### src/rtl/pulse_stim_gen.sv
// pulse_stim_gen: launches a train of pulses into a delay chain (chain_in)
// and counts transitions coming back on chain_out after synchronization.
// Ports: clk, rst (async, active-high), start, pulse_width, gap_width,
//   pulse_count (train setup); chain_in (stimulus), chain_out (chain return);
//   busy (train running or draining), done (1-cycle strobe), edges_seen.
module pulse_stim_gen #(
  parameter int CNT_W     = 8,
  parameter int DRAIN_CYC = 64,
  parameter int EDGE_W    = 16
) (
  input  logic              clk,
  input  logic              rst,
  input  logic              start,
  input  logic [CNT_W-1:0]  pulse_width,
  input  logic [CNT_W-1:0]  gap_width,
  input  logic [CNT_W-1:0]  pulse_count,
  output logic              chain_in,
  input  logic              chain_out,
  output logic              busy,
  output logic              done,
  output logic [EDGE_W-1:0] edges_seen
);

  localparam int DW = $clog2(DRAIN_CYC + 1);
  localparam int TW = (CNT_W > DW) ? CNT_W : DW;

  typedef enum logic [2:0] {
    IDLE,
    HIGH,
    LOW,
    DRAIN,
    DONE
  } state_t;

  state_t            state;
  logic [CNT_W-1:0]  pw_q;
  logic [CNT_W-1:0]  gap_q;
  logic [CNT_W-1:0]  rem;
  logic [TW-1:0]     tmr;
  logic              sync1;
  logic              sync2;
  logic              hist;
  logic              edge_det;

  localparam logic [TW-1:0] DRAIN_LD = TW'(DRAIN_CYC - 1);

  // Down-counter reload for a phase of v cycles; 0 behaves like 1.
  function automatic logic [TW-1:0] ld(input logic [CNT_W-1:0] v);
    if (v == '0) return '0;
    return TW'(v - CNT_W'(1));
  endfunction

  assign edge_det = sync2 ^ hist;

  always_ff @(posedge clk or posedge rst) begin
    if (rst) begin
      state      <= IDLE;
      pw_q       <= '0;
      gap_q      <= '0;
      rem        <= '0;
      tmr        <= '0;
      sync1      <= 1'b0;
      sync2      <= 1'b0;
      hist       <= 1'b0;
      chain_in   <= 1'b0;
      busy       <= 1'b0;
      done       <= 1'b0;
      edges_seen <= '0;
    end else begin
      sync1 <= chain_out;
      sync2 <= sync1;
      hist  <= sync2;
      done  <= 1'b0;

      // Clear on accepted start wins over any edge in that cycle.
      if (state == IDLE) begin
        if (start) edges_seen <= '0;
      end else if (edge_det && edges_seen != '1) begin
        edges_seen <= edges_seen + EDGE_W'(1);
      end

      case (state)
        IDLE: begin
          if (start) begin
            pw_q  <= pulse_width;
            gap_q <= gap_width;
            rem   <= pulse_count;
            busy  <= 1'b1;
            if (pulse_count == '0) begin
              state <= DRAIN;
              tmr   <= DRAIN_LD;
            end else begin
              state    <= HIGH;
              tmr      <= ld(pulse_width);
              chain_in <= 1'b1;
            end
          end
        end
        HIGH: begin
          if (tmr == '0) begin
            state    <= LOW;
            tmr      <= ld(gap_q);
            chain_in <= 1'b0;
            rem      <= rem - CNT_W'(1);
          end else begin
            tmr <= tmr - TW'(1);
          end
        end
        LOW: begin
          if (tmr == '0) begin
            if (rem != '0) begin
              state    <= HIGH;
              tmr      <= ld(pw_q);
              chain_in <= 1'b1;
            end else begin
              state <= DRAIN;
              tmr   <= DRAIN_LD;
            end
          end else begin
            tmr <= tmr - TW'(1);
          end
        end
        DRAIN: begin
          if (tmr == '0) begin
            state <= DONE;
            busy  <= 1'b0;
            done  <= 1'b1;
          end else begin
            tmr <= tmr - TW'(1);
          end
        end
        DONE: begin
          state <= IDLE;
        end
        default: begin
          state    <= IDLE;
          chain_in <= 1'b0;
          busy     <= 1'b0;
        end
      endcase
    end
  end

endmodule
### config.mk
export PLATFORM = sky130hd
export DESIGN_NAME = pulse_stim_gen
export DESIGN_NICKNAME = d
export VERILOG_FILES = /design/src/rtl/pulse_stim_gen.sv
export SDC_FILE = /design/constraint.sdc
export NUM_CORES = 1
export LEC_CHECK = 0
export ABC_AREA = 0
export BUFFER_PORTS_ARGS = -buffer_cell sky130_fd_sc_hd__buf_2
export CAP_MARGIN = 20
export CORE_UTILIZATION = 50
export CTS_CLUSTER_DIAMETER = 120
export DETAILED_ROUTE_END_ITERATION = 10
export PLACE_DENSITY = 0.8
export SLEW_MARGIN = 20
export SYNTH_ARGS = -nofsm -noshare
export SYNTH_HDL_FRONTEND = slang
export SYNTH_SLANG_ARGS = --single-unit
### constraint.sdc
create_clock -name clk -period 7 [get_ports clk]
set_input_delay 0.35 -clock clk [delete_from_list [all_inputs] [get_ports clk]]
set_output_delay 0.35 -clock clk [all_outputs]
set_load 0.05 [all_outputs]
# Yosys cells after proc, flatten, opt, wreduce, memory -nomap -nowiden
# Cells that the tools add are included.
[totals]
mem_bits_ro = 0
latchBits = 0
memories = 0
register_bits = 57
in_bits = 28
ram_bits = 0
[op_classes]
reduce_logical = 20
n_eq_ne = 12
multipliers = 0
n_lt_le_gt_ge = 0
div_mod_pow = 0
muxes = 47
bitwise = 3
addsub = 6
shifts = 0
[op_table]
columns = ["cell", "n"]
rows = [
  ["8-bit two-way mux", 14],
  ["16-bit two-way mux", 3],
  ["8-bit logical NOT", 5],
  ["8-bit by 1-bit subtractor with 8-bit output, second input constant", 5],
  ["8-bit case mux with 4 select lines", 1],
  ["1-bit two-way mux", 19],
  ["16-bit by 1-bit adder with 16-bit output, second input constant", 1],
  ["16-bit != test, second input constant", 1],
  ["8-bit case mux with 2 select lines", 1],
  ["2-bit != test, second input constant", 7],
  ["3-bit two-way mux", 4],
  ["3-bit case mux with 4 select lines", 1],
  ["3-bit AND reduction", 3],
  ["8-bit nonzero test", 1],
  ["3-bit by 2-bit equality test with 1-bit output, second input constant", 2],
  ["6-bit AND reduction", 1],
  ["2-bit two-way mux", 2],
  ["1-bit case mux with 4 select lines", 1],
  ["2-bit AND reduction", 2],
  ["4-bit AND reduction", 1],
  ["2-bit nonzero test", 2],
  ["4-bit nonzero test", 1],
  ["3-bit by 1-bit equality test with 1-bit output, second input constant", 1],
  ["3-bit equality test, second input constant", 1],
  ["other kinds (7)", 8],
]

# Depth between registers and ports, before layout
[logic_depth]
depth_word = 9
ltp_mapped = 9

# Least setup slack after synthesis
# Ideal clock, no wire load.
[synth_path]
path_kind = "flip-flop to flip-flop"
start = "register edges_seen[0]"
end = "register edges_seen[5]"
path_stages_with_launch = 9
required_time_ns = 6.852
slack_ns = 4.507
setup_time_ns = 0.148
n_path_buf = 1
arrival_time_ns = 2.344
cell_sequence = "dfrtp_1 ha_1 nand3_1 or2_2 o41ai_1 buf_2 nor2_1 o21ai_0 o21ai_0"
[synth_between]
elab_chain_len = 4
[synth_lines]
columns = ["element", "line", "source"]
rows = [
  ["start, declared", "21", "output logic [EDGE_W-1:0] edges_seen"],
  ["start signal, assigned", "79", "edges_seen <= edges_seen + EDGE_W'(1);"],
  ["branches (longest 4 deep; another with 16-bit by 1-bit adder with 16-bit output)", "-", ""],
]
# Parallel ways; which one is timed is not known. The select of a mux whose other input is x is not followed.
# A chain may end at the register's enable or synchronous reset.

==> results.cfg <==
[routing]
viasPerCell = 5.852
ant_nets = 0
num_vias = 3488
routed_wl_um = 8900
drt-initial-drc-count = 332
first_pass_iters = 5
drc = 0
wl_per_cell_um = 14.93

[grt]
grtUsageTotal_pct = 25.53
grt_pass1_vias = 3133
grt_pass1_wl_um = 14850
grt_max_degree = 34
overflow = 0
antenna_found_initial = 0

[cells_and_area]
nets = 532
diodes = 0
fin_cells = 596
fin_area_um2 = 4175
areaGrowthSynthToFinish_pct = 14.67
drive_above_1_share_pct = 16.40
fin_util_pct = 60.45

[yosys]
avgSynthCellArea_um2 = 8.055
ys_top_cells_by_count = nand2_1, dfrtp_1, nor2_1, o21ai_0, a21oi_1
yosys_register_bits = 57
syn-num-nets = 489
synth_top_area_share_pct = 39.18
synth_area_um2 = 3641
ys_top_cells_by_area = dfrtp_1, nand2_1, o21ai_0
synth_top_area_cell = dfrtp_1
synthAdderAreaFrac_pct = 3.093
ys_warn_count = 0
yosysMostFrequentCell = nand2_1
synth_cells = 452
synth_top_family_by_area = simple AND/OR/NAND/NOR gates
async_flop_share_pct = 100.0
synth_edf_count = 0
synthMuxAreaShare_pct = 1.375
synth_xor_area_share_pct = 3.127
synth.distinct_cells = 59
synth-seq-area-share_pct = 39.18
synth_compound_area_share_pct = 20.52
ys.flop_type = dfrtp_1
synthSimpleGateAreaFrac_pct = 28.83

[worst_setup_path]
path_common_cell = nand2_1
path_class = reg2reg
setup.worst_path.start_class = flop
crit_chain = nor4_1, nand2_1, o21ai_1, nand2b_1, nand2_1, a31oi_1
arrival_ns = 3.97
path_max_fanout = 16
rrSetupSlack_ns = 3.30
r2r-start = tmr[4]
max_stage_delay_ns = 0.95
cp_slowest_cell = o21ai_1
rr_worst_depth = 6
cp.required_ns = 7.27
r2r-end = edges_seen[3]
setup.worst_path.end_class = flop

[status]
outcome = complete, no violations

[placed_design]
dpl.hpwl_um = 6341
dp_cells = 580
placed_area_um2 = 3956
pre_cts_slack_ns = 3.394
gp_congestion = 0.8877
port_buffers = 46

[power]
power.total_mw = 1.735
cellLeakagePower_nw = 1.799
power_density_nw_per_um2 = 415.5
peakVddDrop_mv = 0.2769

[timing]
whs_ns = 0.03654
post-route-period-util_pct = 52.83
fmax_mhz = 270.4
finalMaxSlewViolations = 0
fin_crit_ns = 3.698
setup_viol = 0
tns_ns = 0
fin_worst_skew_ns = 0.01289
relSlewSlack_pct = 28.38
rsz0062_at_grt = false
final_hold_viol_count = 0
fin_ws_ns = 3.302
worst_pin_slew_ns = 1.067

[floorplanning]
core-area_um2 = 6907
boundaryPins = 47
die_h_um = 87.34
dieArea_um2 = 7627
start_util_pct = 52.72
fp.dieW_um = 87.34
rows = 30

[cts]
ctsResizeCount = 0
postCtsHoldBufs = 0
cts_sinks = 57
tritoncts = done
clk_latency_ns = 0.35
clock_path_buffers = 2
clk_pin_slew_ns = 0.08
cts_made_buffers = 9
cts_root_buf = clkbuf_8
cts_max_level = 3
cts_setup_buffers = 0

[hold_path]
holdCritPathClass = in2async

[flow_run]
drv_cap = 0
-- routing by layer --
metal | global-route usage, % | vias up | wire length [µm]
met1 | 34.52 | 1638 | 4087
met5 | 0 | - | 0
met4 | 8.793 | 0 | 142
met2 | 40.48 | 116 | 4113
li1 | - | 1719 | -
met3 | 5.592 | 15 | 556
-- cell usage in the layout (no fill, tap or decap), drive strengths merged, types with 10 or more instances in the layout --
cell / n
a21oi: 27
a31oi: 10
buf: 49
dfrtp: 57
inv: 18
nand2: 71
nand3: 14
nor2: 57
nor3: 19
nor4: 10
o21ai: 47
-- cells by family (layout without fill, tap and decap cells) --
group | Yosys count | after routing
AND/OR/NAND/NOR | 215 | 215
AO/OA/AOI/OAI | 118 | 118
flip-flops | 57 | 57
buffers and inverters | 35 | 83
XOR/XNOR | 13 | 13
adder cells (fa/ha/maj) | 9 | 9
multiplexers | 5 | 5
-- flip-flops by register name, summed over array words and instances (netlist names) --
| name | count |
|---|---|
| hist | 1 |
| tmr | 8 |
| gap_q | 8 |
| chain_in | 1 |
| pw_q | 8 |
| edges_seen | 16 |
| state | 3 |
| rem | 8 |
| sync2 | 1 |
| busy | 1 |
| done | 1 |
| sync1 | 1 |
-- final cells by class --
type	count	area (µm²)
Fill cell	650	2731
Timing Repair Buffer	49	252.7
Sequential cell	57	1426
Inverter	18	67.56
Clock inverter	7	95.09
Tap cell	96	120.1
Multi-Input combinational cell	360	2090
Clock buffer	9	123.9
-- report_power, final --
part | total (mW) | internal, mW | leakage [nW] | switching [mW]
clock | 0.343 | 0.200 | 0.109 | 0.143
sequential | 0.627 | 0.458 | 0.711 | 0.169
combinational | 0.765 | 0.288 | 0.978 | 0.477
total | 1.73 | 0.946 | 1.80 | 0.789
-- how the worst max path moves through the flow --
stage                        startpoint       endpoint
after global routing             tmr[5]  edges_seen[3]
after CTS                        tmr[4]  edges_seen[3]
after global placement           tmr[4]  edges_seen[3]
after detailed placement         tmr[4]  edges_seen[3]
final                            tmr[4]  edges_seen[3]
after floorplan           edges_seen[0]  edges_seen[5]
-- critical path, delay by kind of cell, from the launching register on --
kind / cells / cell delay [ns]
and+or+nand+nor: 4 / 1.98
AOI/OAI and AO/OA: 2 / 1.22
DFF: 1 / 0.42
No activity file was read; power rests on OpenSTA's default activity.
